File: src/rtl/uart_xcvr.sv
// uart_xcvr: UART transceiver with a TX FIFO and an optional RX path.
// The RX path is built only when UART_XCVR_RX_EN is defined. Without it,
// rx and re are ignored, and empty=1, rdata=0, rx_err=0 are constant.
//
// Frame: 1 start bit (0), DATA_BITS data bits LSB first, 1 stop bit (1).
// Every bit lasts DIV = CLK_HZ/BAUD clock cycles.
//
// Ports
//   clk     in   system clock, rising edge
//   rst     in   synchronous active-high reset
//   wdata   in   [31:0] TX word; only [DATA_BITS-1:0] is sent
//   we      in   TX FIFO push strobe (ignored while full, unless a pop frees a slot)
//   full    out  TX FIFO holds TX_DEPTH words
//   re      in   RX FIFO pop strobe
//   rdata   out  [31:0] RX FIFO head, zero-extended; 0 when empty
//   empty   out  RX FIFO holds no words
//   rx_err  out  sticky overrun / framing error, cleared by a successful pop
//   tx      out  serial output, idles high
//   rx      in   asynchronous serial input
module uart_xcvr #(
  parameter int CLK_HZ    = 25000000,
  parameter int BAUD      = 115200,
  parameter int DATA_BITS = 8,
  parameter int TX_DEPTH  = 16,
  parameter int RX_DEPTH  = 16
) (
  input  logic        clk,
  input  logic        rst,
  input  logic [31:0] wdata,
  input  logic        we,
  output logic        full,
  input  logic        re,
  output logic [31:0] rdata,
  output logic        empty,
  output logic        rx_err,
  output logic        tx,
  input  logic        rx
);

  localparam int DIV   = CLK_HZ / BAUD;
  localparam int HALF  = DIV / 2;
  localparam int CNT_W = $clog2(DIV) + 1;
  localparam int TAW   = $clog2(TX_DEPTH);
  localparam logic [CNT_W-1:0] DIV_LAST = CNT_W'(DIV - 1);
  localparam logic [3:0]       BIT_LAST = 4'(DATA_BITS - 1);

  typedef enum logic [1:0] {S_IDLE, S_START, S_DATA, S_STOP} state_t;

  // TX FIFO: pointers carry one extra wrap bit to tell full from empty
  logic [DATA_BITS-1:0] tx_mem [TX_DEPTH];
  logic [TAW:0]         tx_wp, tx_rp;
  logic                 tx_fifo_empty, tx_push, tx_pop;

  // TX FSM state
  state_t               tx_state;
  logic [CNT_W-1:0]     tx_cnt;
  logic [3:0]           tx_bitc;
  logic [DATA_BITS-1:0] tx_sh;
  logic                 tx_r;

  assign tx_fifo_empty = (tx_wp == tx_rp);
  assign full    = (tx_wp[TAW] != tx_rp[TAW]) && (tx_wp[TAW-1:0] == tx_rp[TAW-1:0]);
  // Pop in IDLE, or at the end of STOP so the next frame follows with no gap
  assign tx_pop  = !tx_fifo_empty &&
                   ((tx_state == S_IDLE) || (tx_state == S_STOP && tx_cnt == DIV_LAST));
  // A pop in the same cycle frees the slot, so a push into a full FIFO is accepted
  assign tx_push = we && (!full || tx_pop);
  assign tx      = tx_r;

  always_ff @(posedge clk) begin
    if (rst) begin
      tx_wp <= '0;
      tx_rp <= '0;
    end else begin
      if (tx_push) tx_wp <= tx_wp + 1'b1;
      if (tx_pop)  tx_rp <= tx_rp + 1'b1;
    end
  end

  always_ff @(posedge clk) begin
    if (tx_push) tx_mem[tx_wp[TAW-1:0]] <= wdata[DATA_BITS-1:0];
  end

  always_ff @(posedge clk) begin
    if (rst) begin
      tx_state <= S_IDLE;
      tx_cnt   <= '0;
      tx_bitc  <= '0;
      tx_r     <= 1'b1;
    end else begin
      case (tx_state)
        S_IDLE: begin
          if (tx_pop) begin
            tx_sh    <= tx_mem[tx_rp[TAW-1:0]];
            tx_r     <= 1'b0;
            tx_cnt   <= '0;
            tx_state <= S_START;
          end
        end
        S_START: begin
          if (tx_cnt == DIV_LAST) begin
            tx_cnt   <= '0;
            tx_bitc  <= '0;
            tx_r     <= tx_sh[0];
            tx_state <= S_DATA;
          end else begin
            tx_cnt <= tx_cnt + 1'b1;
          end
        end
        S_DATA: begin
          if (tx_cnt == DIV_LAST) begin
            tx_cnt <= '0;
            if (tx_bitc == BIT_LAST) begin
              tx_r     <= 1'b1;
              tx_state <= S_STOP;
            end else begin
              tx_r    <= tx_sh[1];
              tx_sh   <= tx_sh >> 1;
              tx_bitc <= tx_bitc + 1'b1;
            end
          end else begin
            tx_cnt <= tx_cnt + 1'b1;
          end
        end
        S_STOP: begin
          if (tx_cnt == DIV_LAST) begin
            tx_cnt <= '0;
            if (tx_pop) begin
              tx_sh    <= tx_mem[tx_rp[TAW-1:0]];
              tx_r     <= 1'b0;
              tx_state <= S_START;
            end else begin
              tx_state <= S_IDLE;
            end
          end else begin
            tx_cnt <= tx_cnt + 1'b1;
          end
        end
        default: tx_state <= S_IDLE;
      endcase
    end
  end

`ifdef UART_XCVR_RX_EN
  localparam int RAW = $clog2(RX_DEPTH);
  localparam logic [CNT_W-1:0] HALF_LAST = CNT_W'(HALF - 1);

  logic                 rx_s1, rx_s2, rx_prev;
  state_t               rx_state;
  logic [CNT_W-1:0]     rx_cnt;
  logic [3:0]           rx_bitc;
  logic [DATA_BITS-1:0] rx_sh;
  logic [DATA_BITS-1:0] rx_mem [RX_DEPTH];
  logic [RAW:0]         rx_wp, rx_rp;
  logic                 rx_fifo_empty, rx_full, rx_push, rx_pop;
  logic                 stop_smp, set_err, rx_err_r;

  assign rx_fifo_empty = (rx_wp == rx_rp);
  assign rx_full  = (rx_wp[RAW] != rx_rp[RAW]) && (rx_wp[RAW-1:0] == rx_rp[RAW-1:0]);
  assign stop_smp = (rx_state == S_STOP) && (rx_cnt == DIV_LAST);
  assign rx_push  = stop_smp && rx_s2 && !rx_full;
  // Framing error (stop sampled low) or overrun (good word, FIFO full)
  assign set_err  = stop_smp && (!rx_s2 || rx_full);
  assign rx_pop   = re && !rx_fifo_empty;

  assign empty  = rx_fifo_empty;
  assign rdata  = rx_fifo_empty ? 32'd0
                                : {{(32-DATA_BITS){1'b0}}, rx_mem[rx_rp[RAW-1:0]]};
  assign rx_err = rx_err_r;

  // RX FSM; after a framing error the FSM waits in IDLE for a fresh
  // high-to-low transition, so a line held low cannot restart a frame.
  always_ff @(posedge clk) begin
    if (rst) begin
      rx_s1    <= 1'b1;
      rx_s2    <= 1'b1;
      rx_prev  <= 1'b1;
      rx_state <= S_IDLE;
      rx_cnt   <= '0;
      rx_bitc  <= '0;
    end else begin
      rx_s1   <= rx;
      rx_s2   <= rx_s1;
      rx_prev <= rx_s2;
      case (rx_state)
        S_IDLE: begin
          if (rx_prev && !rx_s2) begin
            rx_cnt   <= '0;
            rx_state <= S_START;
          end
        end
        S_START: begin
          if (rx_cnt == HALF_LAST) begin
            rx_cnt   <= '0;
            rx_bitc  <= '0;
            rx_state <= rx_s2 ? S_IDLE : S_DATA;
          end else begin
            rx_cnt <= rx_cnt + 1'b1;
          end
        end
        S_DATA: begin
          if (rx_cnt == DIV_LAST) begin
            rx_cnt <= '0;
            rx_sh  <= {rx_s2, rx_sh[DATA_BITS-1:1]};
            if (rx_bitc == BIT_LAST) rx_state <= S_STOP;
            else                     rx_bitc  <= rx_bitc + 1'b1;
          end else begin
            rx_cnt <= rx_cnt + 1'b1;
          end
        end
        S_STOP: begin
          if (rx_cnt == DIV_LAST) begin
            rx_cnt   <= '0;
            rx_state <= S_IDLE;
          end else begin
            rx_cnt <= rx_cnt + 1'b1;
          end
        end
        default: rx_state <= S_IDLE;
      endcase
    end
  end

  always_ff @(posedge clk) begin
    if (rst) begin
      rx_wp    <= '0;
      rx_rp    <= '0;
      rx_err_r <= 1'b0;
    end else begin
      if (rx_push) rx_wp <= rx_wp + 1'b1;
      if (rx_pop)  rx_rp <= rx_rp + 1'b1;
      if (set_err)     rx_err_r <= 1'b1;
      else if (rx_pop) rx_err_r <= 1'b0;
    end
  end

  always_ff @(posedge clk) begin
    if (rx_push) rx_mem[rx_wp[RAW-1:0]] <= rx_sh;
  end

  logic unused_in;
  assign unused_in = ^wdata[31:DATA_BITS];
`else
  assign empty  = 1'b1;
  assign rdata  = 32'd0;
  assign rx_err = 1'b0;

  logic unused_in;
  assign unused_in = ^{wdata[31:DATA_BITS], re, rx, RX_DEPTH[0], HALF[0]};
`endif

endmodule

File: config.mk
export PLATFORM = sky130hd
export DESIGN_NAME = uart_xcvr
export DESIGN_NICKNAME = d
export VERILOG_FILES = /design/src/rtl/uart_xcvr.sv
export SDC_FILE = /design/constraint.sdc
export NUM_CORES = 1
export LEC_CHECK = 0
export BUFFER_PORTS_ARGS = -buffer_cell sky130_fd_sc_hd__buf_2
export CELL_PAD_IN_SITES_DETAIL_PLACEMENT = 1
export CELL_PAD_IN_SITES_GLOBAL_PLACEMENT = 2
export CORE_UTILIZATION = 43
export DETAILED_ROUTE_END_ITERATION = 10
export GPL_ROUTABILITY_DRIVEN = 0
export PLACE_DENSITY_LB_ADDON = 0.15
export SLEW_MARGIN = 30
export SYNTH_ARGS = -nofsm -noshare
export SYNTH_HDL_FRONTEND = slang
export SYNTH_SLANG_ARGS = --single-unit
File: constraint.sdc
create_clock -name clk -period 3 [get_ports clk]
set_input_delay 0.15 -clock clk [delete_from_list [all_inputs] [get_ports clk]]
set_output_delay 0.15 -clock clk [all_outputs]
set_load 0.05 [all_outputs]
# Word level (Yosys, flattened, before mapping)
# Memories as Yosys holds them, arrays and structs flattened. A register that Yosys moved wholly into a read port is not among the register bits.
# Index checks and enable logic that the tools add are counted.
[op_classes] multipliers=0 reduce_logical=16 shifts=0 n_mux=29 bitwise_logic=1 n_eq_ne=14 n_lt_le_gt_ge=0 div_mod_pow=0 n_addsub=4
[ops] operator="8-bit two-way mux" n=4
[ops] operator="8-bit one-hot mux with 3 select lines" n=1
[ops] operator="4-bit two-way mux" n=5
[ops] operator="9-bit two-way mux" n=2
[ops] operator="9-bit one-hot mux with 2 select lines" n=1
[ops] operator="5-bit by 1-bit adder with 5-bit output, second input constant" n=2
[ops] operator="2-bit two-way mux" n=5
[ops] operator="2-bit inequality test, second input constant" n=5
[ops] operator="5-bit AND reduction" n=2
[ops] operator="9-bit by 1-bit adder with 9-bit output, second input constant" n=1
[ops] operator="9-bit by 8-bit == test with 1-bit output, second input constant" n=1
[ops] operator="1-bit two-way mux" n=8
[ops] operator="2-bit one-hot mux with 4 select lines" n=1
[ops] operator="4-bit one-hot mux with 2 select lines" n=1
[ops] operator="5-bit == test" n=1
[ops] operator="4-bit by 1-bit adder with 4-bit output, second input constant" n=1
[ops] operator="2-bit == test, second input constant" n=2
[ops] operator="4-bit by 3-bit == test with 1-bit output, second input constant" n=1
[ops] operator="4-bit == test" n=1
[ops] operator="1-bit logical AND" n=4
[ops] operator="1-bit one-hot mux with 4 select lines" n=1
[ops] operator="4-bit AND reduction" n=1
[ops] operator="3-bit AND reduction" n=1
[ops] operator="3-bit nonzero test" n=1
[ops] operator="9 further kinds" n=11
[word_totals] out_inout_bits=36 mem_bits_rw=128 register_bits=34 mem_count=1 input_bits=37 latchBits=0 mem_bits_ro=0
[memory_table] memory="tx_mem" depth=16 word_bits=8 read_ports=1 rd_clocked_by_memory_dff=1 wr=1 line="50" source="logic [DATA_BITS-1:0] tx_mem [TX_DEPTH];"

# Logic depth before layout (Yosys ltp)
[logic_depth] word_depth=8 ltp_mapped=8

# Worst setup path after synthesis
# Ideal clock, no wire load.
[synth_timing] kind="register -> register" startpoint="register tx_cnt[0]" endpoint="register tx_sh[0], enable pin" required_ns=2.610 path_buffers=0 setup_time_ns=0.390 setup_slack_ns=0.510 stages_incl_launch_ff=8 arrival_time_ns=2.100 cell_sequence="dfxtp_1 > inv_1 > ha_1 > nor4b_4 > a31oi_4 > a21oi_2 > nor2_1 > nor4_1"
[synth_between] elab_chain_cells=3 word_cells_on_any_way=4
[synth_lines] item="start: declaration" line="56" source="logic [CNT_W-1:0] tx_cnt;"
[synth_lines] item="start signal: assignment" line="107" source="tx_cnt <= tx_cnt + 1'b1;"
[synth_lines] item="start signal: assignment" line="122" source="tx_cnt <= tx_cnt + 1'b1;"
[synth_lines] item="start signal: assignment" line="136" source="tx_cnt <= tx_cnt + 1'b1;"
[synth_lines] item="9-bit by 8-bit == test with 1-bit output *" line="65, 111, 126"
[synth_lines] item="2-bit inequality test (no line) / 2-bit by 1-bit inequality test with 1-bit output (equally long branches)"
[synth_lines] item="5-bit AND reduction (no line) *"
[synth_lines] item="end signal: assignment" line="94" source="tx_sh <= tx_mem[tx_rp[TAW-1:0]];"
[synth_lines] item="end signal: assignment" line="118" source="tx_sh <= tx_sh >> 1;"
[synth_lines] item="end signal: assignment" line="129" source="tx_sh <= tx_mem[tx_rp[TAW-1:0]];"
[synth_lines] item="end: declaration" line="58" source="logic [DATA_BITS-1:0] tx_sh;"
# Every way passes the cells marked *; elsewhere a longest branch is shown, timed or not.
# A chain may end at the register's enable or synchronous reset.

# Worst setup path in the final report
[layout_timing] startpoint="register tx_wp[3]" endpoint="output port full"
[layout_between] elab_chain_cells=2
[layout_lines] item="start: declaration" line="51" source="logic [TAW:0] tx_wp, tx_rp;"
[layout_lines] item="start signal: assignment" line="75" source="if (tx_push) tx_wp <= tx_wp + 1'b1;"
[layout_lines] item="4-bit == test" line="62" source="assign full = (tx_wp[TAW] != tx_rp[TAW]) && (tx_wp[TAW-1:0] == tx_rp[TAW-1:0]);"
[layout_lines] item="1-bit logical AND" line="62"
[layout_lines] item="end: declaration" line="31" source="output logic full,"
# Every way passes these cells.

==> impl_metrics.env <==
export IMPL_numCtsBuffers=17
export IMPL_totalWireLength_mm=14.4
export IMPL_p_seq_share_pct=40.9
export IMPL_setup_tns_ns=0
export IMPL_period_needed_ns=2.47
export IMPL_ys_types=54
export IMPL_antenna_found_initial=0
export IMPL_grt_max_degree=33
export IMPL_die_w_um=132
export IMPL_critPathLaunchType="flip-flop"
export IMPL_drive_gt1_share_pct=23.7
export IMPL_async_flop_share_pct=0
export IMPL_die_area_um2=17400
export IMPL_num_rows=47
export IMPL_grt_usage_pct=18.0
export IMPL_seqCellArea_um2=4690
export IMPL_clock_sinks=166
export IMPL_overflow=0
export IMPL_reg2reg_depth=6
export IMPL_synth_edff_count=136
export IMPL_insertion_delay_ns=0.43
export IMPL_max_freq_mhz=404
export IMPL_core_area_um2=16500
export IMPL_htreeDepth=4
export IMPL_path_class="flip-flop to output pin"
export IMPL_via_count=3811
export IMPL_whs_path_depth=1
export IMPL_final_antenna_net_count=0
export IMPL_place_hpwl_mm=9.61
export IMPL_path_clk_slew_ns=0.07
export IMPL_grt_pass1_vias=4079
export IMPL_cap_violations=0
export IMPL_drtIter0Drc=203
export IMPL_routedWlPerCell_um=19.9
export IMPL_clk_path_buf_depth=2
export IMPL_diodes=0
export IMPL_post_cts_buffers=0
export IMPL_arrival_ns=2.32
export IMPL_syn_to_final_growth_pct=12.6
export IMPL_finalMaxSlewViolations=0
export IMPL_hold_buffers=0
export IMPL_endpoint_kind="output pin"
export IMPL_min_period_over_period_pct=82.4
export IMPL_drcViolationCount=0
export IMPL_syn_inst=456
export IMPL_reg2reg_to="tx_cnt[7]"
export IMPL_cts_tree="built"
export IMPL_p_int_mw=4.61
export IMPL_ios=73
export IMPL_setup_viol=0
export IMPL_worstPathRequired_ns=2.85
export IMPL_grt_setup_unrepaired="false"
export IMPL_ir_drop_v=0.000454
export IMPL_nNetsFinal=539
export IMPL_finClkSkew_ns=0.0126
export IMPL_slew_headroom_pct=53.4
export IMPL_p_sw_mw=2.09
export IMPL_synth_flop_cell="edfxtp_1"
export IMPL_syn_cell_area_um2=7240
export IMPL_clockRootBuffer="clkbuf_16"
export IMPL_worstHoldEndpoint="tx_mem[9][3]"
export IMPL_grt_pass1_wl_mm=23.3
export IMPL_yosysSeqAreaShare_pct=64.7
export IMPL_vias_per_cell=5.28
export IMPL_power_leakage_nw=2.75
export IMPL_cts_resized_gates=0
export IMPL_min_delay_path_class="input pin to flip-flop"
export IMPL_initial_utilization_pct=43.8
export IMPL_r2r_slack_ns=0.59
export IMPL_ys_ff_latch=166
export IMPL_avgSynthCellArea_um2=15.9
export IMPL_die_y_um=132
export IMPL_reg2reg_from="tx_wp[3]"
export IMPL_dr_pass1_iters=4
export IMPL_multi_input_area_um2=2270
export IMPL_synth_warnings=0
export IMPL_p_sw_share_pct=31.2
export IMPL_min_from="wdata[3]"
export IMPL_tightest_slew_ns=0.699
export IMPL_fin_total_pwr_mw=6.70
export IMPL_crit_fanout=10
export IMPL_fill_cells=1608
export IMPL_status="complete, no violations"
export IMPL_clockPowerShare_pct=34.2
export IMPL_combPwrFrac_pct=24.9
export IMPL_power_density_nw_per_um2=822
export IMPL_io_buffers=12
export IMPL_timing_final_hold_violations=0
-- power groups by stage --
stage | clock, mW | sequential, mW | combinational [mW]
floorplan | 0 | 2.78 | 1.31
global placement | 0 | 2.79 | 1.65
detailed placement | 0 | 2.79 | 1.69
CTS | 2.35 | 2.74 | 1.70
global route | 2.42 | 2.76 | 1.84
finish | 2.29 | 2.74 | 1.67
-- cells by family (layout without fill, tap and decap cells) --
family          Yosys count  in the layout  share of synthesized area [%]
flops                   166            166                           64.7
simple gates             95             95                           6.86
buf+inv                  65             79                           5.65
compound gates           58             58                           5.87
mux                      44             44                           13.0
fa+ha+maj                13             13                           2.25
xor+xnor                 13             13                           1.57
other cells               2             34                          0.104
-- worst max-delay path, stage by stage, from the launching register on --
cell     delay [ns]
dfxtp_1        0.56
xor2_1         0.14
nor4_2         0.53
buf_4          0.28
and2_1         0.14
buf_2          0.25
-- layout by cell type, fill, tap and decap left out, types with 4 or more instances in the layout --
cell	Yosys	layout
nor3_1	7	7
edfxtp_1	136	136
clkbuf_16	0	17
inv_1	12	12
o21ai_0	10	10
ha_1	13	13
nand3_1	9	9
inv_8	0	5
dfxtp_1	30	29
conb_1	2	34
a211oi_1	4	4
xnor2_1	8	8
a22o_1	7	7
mux4_2	40	40
buf_2	4	12
and3_1	4	4
buf_4	39	22
nor2_1	40	40
a21oi_1	16	16
nand2_1	12	12
xor2_1	5	5
-- registers in the layout, summed over array words and instances (netlist names), named ones only --
name,count
tx_mem,128
tx_cnt,9
tx_sh,8
tx_rp,5
tx_wp,5
tx_bitc,4
tx_state,2
tx,1
-- stage by stage --
stage / util, % / instances / setup slack (ns) / hold WS, ns / area, um^2
6_report: 49.3 / 722 / 0.528 / 0.0995 / 8150
5_1_grt: 49.3 / 722 / 0.338 / 0.103 / 8150
4_1_cts: 49.3 / 722 / 0.474 / 0.0888 / 8150
3_5_place_dp: 45.5 / 690 / 0.632 / 0.486 / 7520
3_3_place_gp: 45.5 / 690 / 0.706 / 0.467 / 7520
2_1_floorplan: - / 488 / 0.510 / 0.249 / 7360
-- synthesized netlist by cell type, types with 2 or more instances --
master | instances | area share, %
a21oi_2 | 2 | 0.24
dfxtp_1 | 30 | 8.3
ha_1 | 13 | 2.2
a21oi_1 | 16 | 1.1
buf_2 | 4 | 0.28
mux2i_1 | 3 | 0.41
inv_1 | 12 | 0.62
xor2_1 | 5 | 0.60
nand3b_1 | 3 | 0.31
nand3_1 | 9 | 0.62
nor3_1 | 7 | 0.48
o31ai_1 | 2 | 0.21
a31oi_4 | 2 | 0.59
o21ai_1 | 2 | 0.14
xnor2_1 | 8 | 0.97
nand4_1 | 3 | 0.26
nor2_1 | 40 | 2.1
buf_1 | 3 | 0.16
a22o_1 | 7 | 0.85
buf_4 | 39 | 4.0
a211oi_1 | 4 | 0.41
nand2_1 | 12 | 0.62
conb_1 | 2 | 0.10
and2_1 | 2 | 0.17
or3_1 | 2 | 0.17
mux4_2 | 40 | 12
and3_1 | 4 | 0.35
or4_1 | 2 | 0.21
clkbuf_1 | 5 | 0.26
o21ai_0 | 10 | 0.69
nand2b_1 | 2 | 0.17
edfxtp_1 | 136 | 56
a22oi_1 | 2 | 0.21
a311oi_1 | 3 | 0.36
-- worst max-delay path by stage --
| stage | start | to | slack, ns | cells after the start |
|---|---|---|---|---|
| final | tx_wp[3] | full | 0.53 | 5 |
| after global placement | tx_cnt[0] | tx_mem[0][3] | 0.71 | 8 |
| after CTS | tx_wp[3] | full | 0.47 | 5 |
| after detailed placement | tx_wp[3] | tx_cnt[7] | 0.63 | 6 |
| after floorplan | tx_cnt[0] | tx_sh[0] | 0.51 | 7 |
| after global routing | tx_wp[3] | full | 0.34 | 5 |
-- area by class of cell --
type | instances | share of cell area (%)
flip-flops and latches | 166 | 57.5
clock buffers | 17 | 5.22
well taps | 220 | 3.38
repair buffers | 35 | 3.01
clock inverters | 15 | 2.55
inverters | 12 | 0.552
multi-input cells | 257 | 27.8
-- per-layer routing --
layer  GRT usage (%)  up-vias  share of wire, %
met3            3.46       11               2.9
met5               0        -                 0
met1            24.0     1966                46
li1                -     1766                 -
met2            29.7       68                50
met4            6.14        0               1.2
(Power assumes the default switching activity.)
